### src/rtl/seq_detect_prog.sv
// Programmable serial pattern detector.
// Matches a runtime-loaded pattern of 1..PAT_W bits against a valid-qualified
// bit stream, with optional overlap and a saturating match counter.
module seq_detect_prog #(
    parameter int PAT_W = 8,
    parameter int CNT_W = 8,
    parameter int LEN_W = $clog2(PAT_W + 1)
) (
    input  logic             i_clk,
    input  logic             i_rst,
    input  logic             i_in,
    input  logic             i_in_valid,
    input  logic             i_load,
    input  logic [PAT_W-1:0] i_pat,
    input  logic [LEN_W-1:0] i_pat_len,
    input  logic             i_overlap_en,
    input  logic             i_clr_cnt,
    output logic             o_out,
    output logic [CNT_W-1:0] o_match_cnt,
    output logic             o_cnt_sat,
    output logic             o_cfg_err
);

    localparam logic [LEN_W:0] PAT_W_X = (LEN_W + 1)'(PAT_W);

    logic [PAT_W-1:0] r_pat;
    logic [LEN_W-1:0] r_len;
    logic             r_ovl;
    logic             r_cfg_err;
    logic [PAT_W-1:0] r_hist;
    logic [LEN_W-1:0] r_fill;
    logic             r_out;
    logic [CNT_W-1:0] r_cnt;

    logic [PAT_W-1:0] w_hist_nxt;
    logic [PAT_W-1:0] w_mask;
    logic [LEN_W:0]   w_fill_p1;
    logic [LEN_W-1:0] w_fill_sat;
    logic             w_shift;
    logic             w_match;
    logic             w_cnt_full;

    assign w_hist_nxt = {r_hist[PAT_W-2:0], i_in};
    assign w_fill_p1  = {1'b0, r_fill} + 1'b1;
    assign w_fill_sat = (w_fill_p1 > PAT_W_X) ? PAT_W_X[LEN_W-1:0] : w_fill_p1[LEN_W-1:0];
    assign w_shift    = i_in_valid && !i_load;
    assign w_cnt_full = &r_cnt;

    // Select the active len bits of history; bits above len are ignored.
    always_comb begin
        w_mask = '0;
        for (int i = 0; i < PAT_W; i++) begin
            w_mask[i] = ((LEN_W + 1)'(i) < {1'b0, r_len});
        end
    end

    // A match is judged on the history value that includes the bit being sampled.
    always_comb begin
        w_match = w_shift && !r_cfg_err
                  && (w_fill_p1 >= {1'b0, r_len})
                  && (((w_hist_nxt ^ r_pat) & w_mask) == '0);
    end

    // Configuration capture; load wins over a same-cycle data bit.
    always_ff @(posedge i_clk) begin
        if (i_rst) begin
            r_pat     <= '0;
            r_len     <= '0;
            r_ovl     <= 1'b0;
            r_cfg_err <= 1'b1;
        end else if (i_load) begin
            r_pat     <= i_pat;
            r_len     <= i_pat_len;
            r_ovl     <= i_overlap_en;
            r_cfg_err <= (i_pat_len == '0) || ({1'b0, i_pat_len} > PAT_W_X);
        end
    end

    // History shift and fill tracking; non-overlap mode restarts fill on a match.
    always_ff @(posedge i_clk) begin
        if (i_rst || i_load) begin
            r_hist <= '0;
            r_fill <= '0;
        end else if (w_shift) begin
            r_hist <= w_hist_nxt;
            r_fill <= (w_match && !r_ovl) ? '0 : w_fill_sat;
        end
    end

    // Registered one-cycle match pulse.
    always_ff @(posedge i_clk) begin
        if (i_rst) begin
            r_out <= 1'b0;
        end else begin
            r_out <= w_match;
        end
    end

    // Saturating match counter; clear beats a simultaneous increment.
    always_ff @(posedge i_clk) begin
        if (i_rst || i_clr_cnt) begin
            r_cnt <= '0;
        end else if (w_match && !w_cnt_full) begin
            r_cnt <= r_cnt + 1'b1;
        end
    end

    assign o_out       = r_out;
    assign o_match_cnt = r_cnt;
    assign o_cnt_sat   = w_cnt_full;
    assign o_cfg_err   = r_cfg_err;

endmodule

### config.mk
export PLATFORM = sky130hd
export DESIGN_NAME = seq_detect_prog
export DESIGN_NICKNAME = d
export VERILOG_FILES = /design/src/rtl/seq_detect_prog.sv
export SDC_FILE = /design/constraint.sdc
export NUM_CORES = 1
export LEC_CHECK = 0
export ABC_CLOCK_PERIOD_IN_PS = 2400
export CAP_MARGIN = 20
export CORE_AREA = 3 3 86 88
export CTS_BUF_LIST = sky130_fd_sc_hd__clkbuf_4 sky130_fd_sc_hd__clkbuf_8
export CTS_CLUSTER_SIZE = 20
export DETAILED_ROUTE_END_ITERATION = 16
export DIE_AREA = 0 0 89 91
export PLACE_DENSITY = 0.51
export RECOVER_POWER = 100
export SYNTH_ARGS = -nofsm -noshare
export SYNTH_HDL_FRONTEND = slang
export SYNTH_SLANG_ARGS = --single-unit
### constraint.sdc
create_clock -name i_clk -period 2.4 [get_ports i_clk]
set_input_delay 0.48 -clock i_clk [delete_from_list [all_inputs] [get_ports i_clk]]
set_output_delay 0.48 -clock i_clk [all_outputs]
set_load 0.01 [all_outputs]
== Word level (Yosys, flattened, before mapping) ==
Index checks and enable logic that the tools add are counted.

* Bits in registers: 34
* Input bits: 19

* Add/sub/neg operators: 2
* $lt $le $gt $ge: 11
* Multiplexer cells: 2
* Bitwise operators: 2
* Reduce and logical (&&, ||, !) cells: 16

{| class="wikitable"
|+ Operators with widths
! operator !! count
|-
| $lt A3 B4 Y1 const A || 4
|-
| $add A8 B1 Y8 const B || 1
|-
| $and A8 B8 Y8 || 1
|-
| $logic_not A8 Y1 || 1
|-
| $lt A1 B4 Y1 const A || 2
|-
| $lt A2 B4 Y1 const A || 2
|-
| $mux W4 || 2
|-
| $reduce_and A8 Y1 || 1
|-
| $xor A8 B8 Y8 || 1
|-
| $logic_and A1 B1 Y1 || 6
|-
| $add A4 B1 Y5 const B || 1
|-
| $ge A5 B4 Y1 || 1
|-
| $gt A5 B4 Y1 const B || 1
|-
| $gt A4 B4 Y1 const B || 1
|-
| $logic_not A1 Y1 || 4
|-
| $logic_not A4 Y1 || 1
|-
| $logic_or A1 B1 Y1 || 3
|}

== Longest topological paths before layout ==
* Depth after elaboration: 7
* Mapped depth: 9

== Worst setup path after synthesis ==
OpenSTA, ideal clock, no wires.

* Path kind: reg-to-reg
* Start: register r_len[3]
* End: register r_cnt[4], in the netlist o_match_cnt[4]
* Library setup time: 70 ps
* Arrival time: 1977 ps
* Data required time: 2330 ps
* Slack: 353 ps
* Stages on the path, launching flop included: 9
* Clock period less this slack: 2047 ps
* Path through: dfxtp_1 buf_6 or3_1 a222oi_1 o2111a_2 nand3_2 buf_6 or3_1 a21oi_1

* Cells in the longest elaborated chain, start to end: 5
* Elaborated cells on any way between the ends: 14
* Those cells by class: order compare (9); bitwise (1); reduce/logical (4)

{| class="wikitable"
|+ Ends and longest elaborated chain
! item !! RTL line !! text
|-
| start, declared || 27 || <nowiki>logic [LEN_W-1:0] r_len;</nowiki>
|-
| start signal, assigned || 73 || <nowiki>r_len <= i_pat_len;</nowiki>
|-
| $lt A1 B4 Y1 (tied with other cells) || 53 || <nowiki>w_mask[i] = ((LEN_W + 1)'(i) < {1'b0, r_len});</nowiki>
|-
| $and A8 B8 Y8 || 61 || <nowiki>&& (((w_hist_nxt ^ r_pat) & w_mask) == '0);</nowiki>
|-
| $logic_not A8 Y1 || 61 ||
|-
| $logic_and A1 B1 Y1 (*) || 61 ||
|-
| $logic_and A1 B1 Y1 (*) || 103 || <nowiki>end else if (w_match && !w_cnt_full) begin</nowiki>
|-
| end signal, assigned || 104 || <nowiki>r_cnt <= r_cnt + 1'b1;</nowiki>
|-
| end, declared || 33 || <nowiki>logic [CNT_W-1:0] r_cnt;</nowiki>
|}

Mark *: on every way between the ends. The rest lies on a longest branch, timed or not.
A chain may end at the register's enable or synchronous reset.

== Worst setup path in the final report ==
* Start: register r_cnt[0], in the netlist o_match_cnt[0]
* End: output port o_cnt_sat

* Cells in the longest elaborated chain, start to end: 1

{| class="wikitable"
|+ Ends and longest elaborated chain
! item !! RTL line !! text
|-
| $reduce_and A8 Y1 || 47 || <nowiki>assign w_cnt_full = &r_cnt;</nowiki>
|-
| end, declared || 20 || <nowiki>output logic o_cnt_sat,</nowiki>
|}

No other way between the ends.

==> run metrics <==
Row Count=30; Ports=30; Core Util, Final=0.3238; Clock Skew=0.001468 ns; Yosys top cell area share=0.4099; number of diodes=0; DIE WIDTH=89 µm; Synth cell types=38; Async SR Flop Fraction=0; f_max=~0.44 GHz; sequential element share of the synthesized area=0.4099; Slew headroom=0.6689; DR pass1 iterations=4; H-tree levels=2; clock latency on the worst-skew pair=0.28 ns; nets@finish=between 200 and 250; Primary FF master, synth=dfxtp_1; minimum clock period=between 2 and 2.5 ns; Total Wirelength=about 3900 µm; fin. max-slew vios=0; worst-margin pin slew=0.4966 ns; CORE AREA=6719 µm²; CTS tree=built; maximum vdd drop=0.4043 mV; Area Growth Syn to Fin=31.05%; synthesized area=1660 µm²; Worst setup startpoint=o_match_cnt[0]; EDFF count, synth=0; r2r startpoint=r_len[3]; largest net degree at the start of global routing=18; Routed Antenna Nets=0; initial antenna violation count=0; crit share post-route=0.9507; synth top area cells=dfxtp_1, mux2i_1, nor2_1; Hold Path Class=reg -> reg; Pwr Density=575.5 nW/µm²; Starting Density=0.2471; Syn Area/Cell=8.927 µm²; vias per cell=approximately 4.5; Post-Synthesis Cells=186; syn nets=roughly 210; commonest non-fill, non-tap cell in the layout=dfxtp_1; filler cell count in the final layout=712; crit path kind=reg -> out; number of port buffers=29; CP max stage delay=approximately 0.53 ns; LEAKAGE=0.0008900 µW; CTS Hold Bufs=0; first-pass GRT wire length=about 6500 µm; GRT Total Usage=0.1027; Worst path slowest cell=clkdlybuf4s50_1; CTS buffer count=5; clk buf depth=2; Root Buffer=clkbuf_8; Setup violations, final=0; crit path max fanout=5; clock-pin slew on the worst setup and hold paths=0.07 ns; count of final hold-check violations=0; DR iter-0 viols=30; DRC=0; data arrival time of the worst path=approximately 1.8 ns; Fin Setup TNS=0 ns; yosys warns=0; Avg WL per Cell=12.84 µm; die area=8099 µm²; most frequent cells in the layout=dfxtp_1, nor2_1, mux2i_1, clkdlybuf4s50_1, dlygate4sd3_1; critical path cell sequence=ha_1 > nand4_1 > inv_1 > clkdlybuf4s50_1; CTS Sinks=34; total gr overflow=0; share of layout cells above drive strength 1=0.09910; die height=approximately 91 µm; post-DP HPWL=2904 µm; Hold Startpoint=o_match_cnt[1]; critical path data required time=1.92 ns; vias in the first global route=between 1000 and 1500; Crit. End Element=output pin; register bit count reported by yosys=34; crit path launch type=register; GP Congestion=0.7671; status=completed; Max-Cap Viols=0; Synth area leader=dfxtp_1; DR vias=1367; RSZ-0062 raised after global routing=no
## Yosys cell counts (3+ instances only)
cell type / count
dfxtp_1: 34
nor2_1: 31
mux2i_1: 20
nand2_1: 9
xor2_1: 9
o21ai_1: 8
a21oi_1: 7
clkbuf_1: 7
inv_1: 7
ha_1: 6
nand3_1: 5
or3_1: 4
xnor2_1: 4
nand4_1: 3
nor3_1: 3
o21ai_0: 3
## registers in the layout, summed over array words and instances, names as in the netlist
signal       cells
r_pat            8
r_fill           4
o_cfg_err        1
o_match_cnt      8
o_out            1
r_hist           7
r_ovl            1
r_len            4
## through the flow
stage	std cells	total power [µW]	instance area [µm²]	worst slack (ns)	hold WS, ns
6_report	302	1252	2176	0.1183	0.5114
2_1_floorplan	186	684.2	1660	0.3532	0.4590
5_1_grt	302	1316	2176	0.008190	0.5385
3_5_place_dp	294	742.4	2064	-0.03933	0.4821
4_1_cts	302	1275	2178	0.06422	0.4927
3_3_place_gp	294	741.9	2064	0.02926	0.4814
## layout make-up
type	count	area (µm²)	share of cell area
Clock inverter	3	45.04	0.02070
Inverter	7	26.28	0.01208
Multi-Input combinational cell	135	904.6	0.4158
Clock buffer	5	68.82	0.03163
Tap cell	80	100.1	0.04600
Timing Repair Buffer	38	350.3	0.1610
Sequential cell	34	680.7	0.3128
## power breakdown
| group | internal (µW) | switching, µW | total (µW) |
|---|---|---|---|
| sequential | 580 | 18.2 | 598 |
| clock | 309 | 219 | 527 |
| combinational | 70.1 | 56.4 | 126 |
| total | 959 | 293 | 1250 |
## layer usage
metal / track usage / routed length, µm / part of all wire / vias up
met5: 0 / 0 / 0 / -
met2: 0.1720 / 1919 / 0.49 / 17
met3: 0.02813 / 108 / 0.028 / 4
li1: - / - / - / 718
met1: 0.1223 / 1797 / 0.46 / 628
met4: 0.03970 / 53 / 0.014 / 0
## worst paths after layout
check	cells after the start	slack, ns	end
max	4	0.12	o_cnt_sat
min	2	0.51	o_match_cnt[1]
max reg2reg	6	0.19	o_match_cnt[5]
min reg2reg	2	0.51	o_match_cnt[1]
## logic make-up after synthesis
| family | after synthesis | synth area share |
|---|---|---|
| simple gates | 67 | 0.1937 |
| compound gates | 28 | 0.1070 |
| xor+xnor | 13 | 0.06858 |
| flops | 34 | 0.4099 |
| fa+ha+maj | 6 | 0.04521 |
| buf+inv | 17 | 0.04823 |
| mux | 21 | 0.1274 |
## worst max-delay path, delay by kind of cell (launching register included)
kind	cells	cell delay, ns
simple gates	1	0.20
flops	1	0.41
fa+ha+maj	1	0.27
buf+inv	2	0.63
## timing repair
action	in CTS	in global routing
setup buffers	0	0
setup endpoints to repair	0	3
resized for setup	0	2
Note: power is estimated with default switching activity, not from simulation.
